<file path="config.mk">
export PLATFORM = sky130hd
export DESIGN_NAME = gmii_rx_deframer
export DESIGN_NICKNAME = d
export VERILOG_FILES = /design/src/rtl/gmii_rx_deframer.sv
export SDC_FILE = /design/constraint.sdc
export NUM_CORES = 1
export LEC_CHECK = 0
export CELL_PAD_IN_SITES_DETAIL_PLACEMENT = 0
export CELL_PAD_IN_SITES_GLOBAL_PLACEMENT = 1
export CORE_AREA = 5 5 129 131
export DETAILED_ROUTE_END_ITERATION = 7
export DIE_AREA = 0 0 134 136
export HOLD_SLACK_MARGIN = 0.05
export PLACE_DENSITY_LB_ADDON = 0.1
export SKIP_CTS_REPAIR_TIMING = 1
export SLEW_MARGIN = 5
export SYNTH_ARGS = -nofsm -noshare
export SYNTH_HDL_FRONTEND = slang
export SYNTH_SLANG_ARGS = --single-unit
</file>
<file path="constraint.sdc">
create_clock -name clk -period 3.5 [get_ports clk]
set_input_delay 0.35 -clock clk [delete_from_list [all_inputs] [get_ports clk]]
set_output_delay 0.35 -clock clk [all_outputs]
set_load 0.02 [all_outputs]
</file>
<file path="src/rtl/gmii_rx_deframer.sv">
// GMII receive deframer: strips preamble/SFD, checks CRC-32 and length, and
// streams the payload with the 4-byte FCS withheld by a 5-deep delay line.
module gmii_rx_deframer #(
  parameter int MIN_LEN = 64,
  parameter int MAX_LEN = 1518
) (
  input  logic        clk,
  input  logic        rst,
  input  logic        gmii_rx_dv,
  input  logic        gmii_rx_er,
  input  logic [7:0]  gmii_rxd,
  output logic [7:0]  m_tdata,
  output logic        m_tvalid,
  output logic        m_tlast,
  output logic        m_tuser,
  output logic [15:0] stat_good,
  output logic [15:0] stat_bad
);

  localparam logic [31:0] CRC_POLY    = 32'hEDB88320;
  localparam logic [31:0] CRC_RESIDUE = 32'hDEBB20E3;
  localparam logic [15:0] MIN_L       = 16'(MIN_LEN);
  localparam logic [15:0] MAX_L       = 16'(MAX_LEN);

  typedef enum logic [1:0] {IDLE, PREAMBLE, DATA, DROP} state_t;

  state_t          state, state_nxt;
  logic            dv_q, dv_prev, er_q;
  logic [7:0]      rxd_q;
  logic [2:0]      pre_cnt;
  logic [31:0]     crc;
  logic [15:0]     byte_cnt;
  logic [4:0][7:0] dline;
  logic [2:0]      fill;
  logic            err_seen;

  logic pre_start, pre_step, data_start, pre_drop, data_byte, data_end;
  logic line_full, frame_bad, emit, emit_last, cnt_good, cnt_bad;

  function automatic logic [31:0] crc_byte(input logic [31:0] c, input logic [7:0] d);
    logic [31:0] r;
    r = c ^ {24'h0, d};
    for (int i = 0; i < 8; i++) r = r[0] ? ((r >> 1) ^ CRC_POLY) : (r >> 1);
    return r;
  endfunction

  // Input capture stage; dv history resets high so a frame already in flight is ignored.
  always_ff @(posedge clk) begin
    if (rst) begin
      dv_q    <= 1'b1;
      dv_prev <= 1'b1;
      er_q    <= 1'b0;
      rxd_q   <= 8'h00;
    end else begin
      dv_q    <= gmii_rx_dv;
      dv_prev <= dv_q;
      er_q    <= gmii_rx_er;
      rxd_q   <= gmii_rxd;
    end
  end

  always_ff @(posedge clk) begin
    if (rst) state <= IDLE;
    else     state <= state_nxt;
  end

  always_comb begin
    state_nxt = state;
    case (state)
      IDLE:     if (dv_q && !dv_prev) state_nxt = (rxd_q == 8'h55) ? PREAMBLE : DROP;
      PREAMBLE: begin
        if (!dv_q)                                     state_nxt = IDLE;
        else if (er_q)                                 state_nxt = DROP;
        else if (rxd_q == 8'hD5)                       state_nxt = DATA;
        else if (rxd_q != 8'h55 || pre_cnt == 3'd7)    state_nxt = DROP;
      end
      DATA:     if (!dv_q) state_nxt = IDLE;
      DROP:     if (!dv_q) state_nxt = IDLE;
      default:  state_nxt = IDLE;
    endcase
  end

  always_comb begin
    pre_start  = (state == IDLE)     && (state_nxt == PREAMBLE);
    pre_step   = (state == PREAMBLE) && (state_nxt == PREAMBLE);
    data_start = (state == PREAMBLE) && (state_nxt == DATA);
    pre_drop   = (state == PREAMBLE) && (state_nxt == DROP);
    data_byte  = (state == DATA) && dv_q;
    data_end   = (state == DATA) && !dv_q;
    line_full  = (fill == 3'd5);
    frame_bad  = (crc != CRC_RESIDUE) || err_seen || (byte_cnt < MIN_L) || (byte_cnt > MAX_L);
    emit       = (data_byte || data_end) && line_full;
    emit_last  = data_end && line_full;
    cnt_good   = emit_last && !frame_bad;
    cnt_bad    = pre_drop || (data_end && (!line_full || frame_bad));
  end

  always_ff @(posedge clk) begin
    if (rst) begin
      pre_cnt   <= 3'd0;
      crc       <= 32'hFFFFFFFF;
      byte_cnt  <= 16'h0000;
      dline     <= '0;
      fill      <= 3'd0;
      err_seen  <= 1'b0;
      m_tdata   <= 8'h00;
      m_tvalid  <= 1'b0;
      m_tlast   <= 1'b0;
      m_tuser   <= 1'b0;
      stat_good <= 16'h0000;
      stat_bad  <= 16'h0000;
    end else begin
      if (pre_start)     pre_cnt <= 3'd1;
      else if (pre_step) pre_cnt <= pre_cnt + 3'd1;

      if (data_start) begin
        crc      <= 32'hFFFFFFFF;
        byte_cnt <= 16'h0000;
        fill     <= 3'd0;
        err_seen <= 1'b0;
      end else if (data_byte) begin
        crc   <= crc_byte(crc, rxd_q);
        dline <= {dline[3:0], rxd_q};
        if (byte_cnt != 16'hFFFF) byte_cnt <= byte_cnt + 16'd1;
        if (!line_full)           fill     <= fill + 3'd1;
        if (er_q)                 err_seen <= 1'b1;
      end

      // The oldest entry leaves only when a newer byte has arrived, so the FCS stays behind.
      m_tvalid <= emit;
      m_tlast  <= emit_last;
      m_tuser  <= emit_last && frame_bad;
      if (emit) m_tdata <= dline[4];

      if (cnt_good && stat_good != 16'hFFFF) stat_good <= stat_good + 16'd1;
      if (cnt_bad  && stat_bad  != 16'hFFFF) stat_bad  <= stat_bad  + 16'd1;
    end
  end

endmodule

</file>
### Word-level counts from Yosys, hierarchy flattened

Cells that the tools add are included.
Widths: inputs -> output; s select.

| storage, ports and cells | value |
|---|---|
| register bits after elaboration | 151 |
| word-level logic and storage cells | 107 |

| cells by class | value |
|---|---|
| $add $sub $neg | 5 |
| order comparisons | 2 |
| equal/unequal tests | 15 |
| muxes and demuxes | 18 |
| bitwise operators | 11 |
| reductions and logical operators | 34 |

Operators by type and width:

| operator | number |
|---|---|
| $mux 32 | 8 |
| $not 13->14 | 8 |
| $add 16x1->16 const B | 3 |
| $ne 16x16->1 const B | 3 |
| $ne 32x32->1 const B | 1 |
| $xor 32x8->32 | 1 |
| $gt 16x11->1 const B | 1 |
| $lt 16x7->1 const B | 1 |
| $logic_and 1x1->1 | 14 |
| $mux 2 | 7 |
| $eq 2x2->1 const B | 4 |
| $eq 8x7->1 const B | 1 |
| $eq 8x8->1 const B | 1 |
| $ne 8x7->1 const B | 1 |
| $reduce_and 2->1 | 4 |
| $logic_or 1x1->1 | 7 |
| $add 3x1->3 const B | 2 |
| $eq 3x3->1 const B | 2 |
| $pmux 2 s3 | 1 |
| $reduce_or 2->1 | 3 |
| $eq 2x1->1 const B | 2 |
| $logic_not 1->1 | 4 |
| $logic_not 2->1 | 1 |
| $mux 1 | 2 |
| other kinds (2) | 3 |

### Longest topological paths before layout

| depth | value |
|---|---|
| depth after elaboration | 17 |
| mapped depth | 9 |

### Worst setup path before layout

No wires, ideal clock.

| timing | value |
|---|---|
| path kind | reg-to-reg |
| start point | reg byte_cnt[11] |
| end point | reg stat_bad[14] |
| setup time | 0.121 ns |
| data arrival time | 2.300 ns |
| data required time | 3.379 ns |
| path slack | 1.079 ns |
| stages on the path, launching flop included | 9 |
| period minus slack after synthesis | 2.421 ns |
| cell sequence | dfxtp_1 > or4_4 > nor4_4 > o2111ai_2 > o211ai_2 > a21oi_1 > buf_2 > nand4_1 > mux2_2 |

| on the way | value |
|---|---|
| longest elaborated chain between the ends | 7 |
| elaborated cells between the ends (all ways) | 8 |

Ends and longest elaborated chain:

| item | RTL line | source |
|---|---|---|
| from (decl) | 32 | `logic [15:0] byte_cnt;` |
| from (signal assigned) | 124 | `if (byte_cnt != 16'hFFFF) byte_cnt <= byte_cnt + 16'd1;` |
| $lt 16x7->1 | 91 | `frame_bad = (crc != CRC_RESIDUE) \|\| err_seen \|\| (byte_cnt < MIN_L) \|\| (byte_cnt > MAX_L);` |
| $logic_or 1x1->1 | 91 |  |
| $logic_or 1x1->1 (*) | 91 |  |
| $logic_or 1x1->1 (*) | 95 | `cnt_bad = pre_drop \|\| (data_end && (!line_full \|\| frame_bad));` |
| $logic_and 1x1->1 (*) | 95 |  |
| $logic_or 1x1->1 (*) | 95 |  |
| $logic_and 1x1->1 (*) | 136 | `if (cnt_bad && stat_bad != 16'hFFFF) stat_bad <= stat_bad + 16'd1;` |
| to (signal assigned) | 136 |  |
| to (decl) | 17 | `output logic [15:0] stat_bad` |

Every way passes the cells marked *; elsewhere a longest branch is shown, timed or not.
A chain may end at the register's enable or synchronous reset.

### Worst setup path after layout

| timing | value |
|---|---|
| start point | reg byte_cnt[6] |
| end point | reg stat_bad[10] |

The elaborated chain is that of the path after synthesis.

==> Flow_metrics.wiki <==
{| class="wikitable"
! Metric !! Value
|-
| Cell family with the largest share of critical-path delay || compound AO/OA/AOI/OAI gates
|-
| Proportion of synthesized flip-flops having asynchronous set or reset || 0
|-
| CTS Root Buffer Type || clkbuf_16
|-
| Maximum root-to-sink buffer count || 2
|-
| Routed vias/inst || 5.213
|-
| Nets@finish || 829
|-
| Crit path from || byte_cnt[6]$_SDFFE_PP0P_
|-
| Gate count after technology mapping || 765
|-
| Total power divided by cell area || 522.1 nW/um^2
|-
| Syn. warnings || 0
|-
| Fin util || 0.5140
|-
| Share of the clock period used by the worst path || 0.8742
|-
| Number of distinct standard cells referenced by the synthesized netlist || 55
|-
| TritonCTS Buffers || 17
|-
| Overall Global Routing Usage || 0.1680
|-
| # clock sinks || 151
|-
| Count of cells along the worst register-to-register path || 7
|-
| Die ar. || 18220 um^2
|-
| Max-slew violation count || 0
|-
| Most common cell type on the critical path || a21oi_1
|-
| Commonest non-fill, non-tap cells in the layout || 151 x dfxtp_1, 143 x nand2_1, 65 x a21oi_1, 64 x nor2_1, 63 x xnor2_1
|-
| Worst Hold Slack || 0.4038 ns
|-
| Overall die height || 136 um
|-
| Number of synthesized register bits || 151
|-
| Effective utilization at floorplan || 0.4295
|-
| Clock tree from TritonCTS || yes
|-
| Transition time at the pin with the least slew margin || 1.002 ns
|-
| Global-route congestion overflow total || 0
|-
| Peak per-stage delay on the critical path || 0.83 ns
|-
| Worst-Skew Late Latency || 0.42 ns
|-
| Total count of hold-check failures in the final report || 0
|-
| Hold Path Origin || rst
|-
| Routed Wire Length || 14510 um
|-
| Source of the worst register-to-register timing path || byte_cnt[6]$_SDFFE_PP0P_
|-
| Rows || 46
|-
| Share of layout cells above drive strength 1 || 0.07664
|-
| ANT cells || 0
|-
| Worst endpoint data arrival time || 3.40 ns
|-
| Synthesized Nets || 784
|-
| Required @ worst endpoint || 3.84 ns
|-
| Tightest slew margin relative to the limit || 0.3322
|-
| IO Port Bufs || 54
|-
| Clock-pin slew on the worst setup and hold paths || 0.06 ns
|-
| Total I/O pin count || 55
|-
| Peak Freq || 326.8 MHz
|-
| Critical Path Sink Type || flop
|-
| DRC violation count after routing || 0
|-
| Pin count of the biggest net entering global routing || 63
|-
| Critical path, cell by cell || and3_1 -> nand3_1 -> o2111ai_2 -> o211ai_2 -> a21oi_1 -> or4b_2 -> a21oi_1
|-
| Detail Route Antenna Nets || 0
|-
| Layout Area Growth over Synthesis || 19.66%
|-
| Global-route met2 utilization || 0.2720
|-
| Pre-CTS worst setup slack || 0.4336 ns
|-
| Wire length of the first global-routing pass || 24870 um
|-
| Total setup violations reported at the end of the flow || 0
|-
| Setup Skew || 0.01104 ns
|-
| Type of the setup path with the least slack || flop to flop
|-
| Slack of the worst reg-to-reg path || 0.44 ns
|-
| Most instantiated flip-flop cell in the synthesis netlist || dfxtp_1
|-
| Crit start category || flop
|-
| RD Place Congestion || 0.8540
|-
| Post-DP HPWL || 10020 um
|-
| Register area share after synthesis || 0.4546
|-
| Vias in the first global route || 5066
|-
| Summed negative setup slack over all endpoints || 0 ns
|-
| Min-delay worst type || primary input to flop
|-
| Top fanout value on the critical path || 13
|-
| Die width || 134 um
|-
| Number of max-cap violations || 0
|-
| Average wire per cell in the routed design || 14.31 um
|-
| Initial drt markers || 232
|-
| Cell with the largest stage delay on the worst path || a21oi_1
|-
| Detailed-routing iteration count for the pre-antenna-repair pass || 4
|-
| Unrepaired setup endpoints after global routing || no
|-
| Sink of the worst hold path || stat_good[11]$_SDFFE_PP0P_
|-
| Met1 Track Usage GR || 0.2173
|-
| Overall Power || 4.155 mW
|-
| Most common cell after layout, fill and taps aside || dfxtp_1
|-
| Avg Cell Area, Syn || 8.693 um^2
|-
| Worst Path Buf+Inv || 0
|-
| Worst setup slack after layout || 0.4404 ns
|-
| Number of enable flip-flop cells after synthesis || 0
|-
| Core footprint || 15480 um^2
|-
| Pleak || 2.868 nW
|-
| Count of vias placed by the detailed router || 5286
|-
| Number of H-tree levels || 4
|-
| Highest-utilization routing layer at the global route stage || met2
|-
| Met3 track demand over resource || 0.04330
|-
| Reg2Reg Capture Point || stat_bad[10]$_SDFFE_PP0P_
|-
| Max VDD drop || 0.3658 mV
|-
| Final period demand of the worst path || 3.060 ns
|-
| Cell area after synthesis || 6650 um^2
|-
| Initial antenna violation count || 0
|-
| Cell depth of the worst hold path || 2
|-
| Status || finished clean
|}
## routing by layer
layer	routed length (um)	vias up	share of wire
li1	-	2695	-
met1	6973	2509	0.48
met2	6835	69	0.47
met3	506	13	0.035
met4	199	0	0.014
met5	0	-	0
## state kept, by name (all words and copies together), names as in the netlist, 2 cells and up
name       flops
m_tdata        8
pre_cnt        3
rxd_q          8
byte_cnt      16
stat_bad      16
state          2
dline         40
crc           32
fill           3
stat_good     16
## worst max path at each step
stage	to	slack (ns)	depth (start not counted)
detailed placement	stat_bad[10]$_SDFFE_PP0P_	0.43	7
global placement	stat_bad[10]$_SDFFE_PP0P_	0.53	7
CTS	stat_bad[10]$_SDFFE_PP0P_	0.40	7
global route	stat_bad[10]$_SDFFE_PP0P_	0.16	7
floorplan	stat_bad[14]$_SDFFE_PP0P_	1.08	8
finish	stat_bad[10]$_SDFFE_PP0P_	0.44	7
## through the flow
stage / cells / instance area [um^2]
after floorplan: 765 / 6650
after global placement: 983 / 7358
after detailed placement: 983 / 7358
after CTS: 1014 / 7958
after global routing: 1014 / 7958
final: 1014 / 7958
## synth_stat cells, types with 4 or more instances
cell,count,area (um^2)
and4_1,4,35.03
xor2_1,40,350.3
and2_1,8,50.05
buf_1,4,15.01
a21oi_1,66,330.3
nand2b_1,4,25.02
nor2b_1,16,100.1
mux2_2,5,56.30
nor3_1,11,55.05
nand4_1,16,100.1
inv_1,8,30.03
and3_1,7,43.79
dfxtp_1,151,3023
ha_1,7,87.58
nor4_1,5,31.28
nor2_1,64,240.2
nand4b_1,5,43.79
clkbuf_1,32,120.1
o21ai_0,4,20.02
nand2_1,144,540.5
o211ai_1,29,217.7
nand3_1,23,115.1
xnor2_1,63,551.8
## worst register-to-register path, delay by kind of cell, from the launching register on
family          cells  cell delay [ns]
flops               1             0.42
compound gates      4             1.53
simple gates        3             1.03
## cell type report
cell class	count	area, um^2
Clock buffer	18	429.2
Clock inverter	13	170.2
Fill cell	1462	7525
Inverter	8	30.03
Multi-Input combinational cell	567	3445
Sequential cell	151	3023
Tap cell	192	240.2
Timing Repair Buffer	65	620.6
## report_power, final
part / internal, mW / leakage (nW) / switching (mW)
Sequential: 1.76 / 1.22 / 0.0370
Combinational: 0.218 / 1.36 / 0.285
Clock: 1.13 / 0.284 / 0.733
Total: 3.10 / 2.87 / 1.05
## kinds of logic (layout without fill, tap and decap cells)
| kind of cell | after synthesis | in the layout | synth area share |
|---|---|---|---|
| AOI/OAI and AO/OA | 120 | 120 | 0.1131 |
| xor gates and xnor gates | 105 | 105 | 0.1405 |
| adders and majority gates | 7 | 7 | 0.01317 |
| buffers and inverters | 47 | 104 | 0.02841 |
| DFF | 151 | 151 | 0.4546 |
| muxes | 8 | 8 | 0.01298 |
| and+or+nand+nor | 327 | 327 | 0.2373 |
Note: power is estimated with default switching activity, not from simulation.
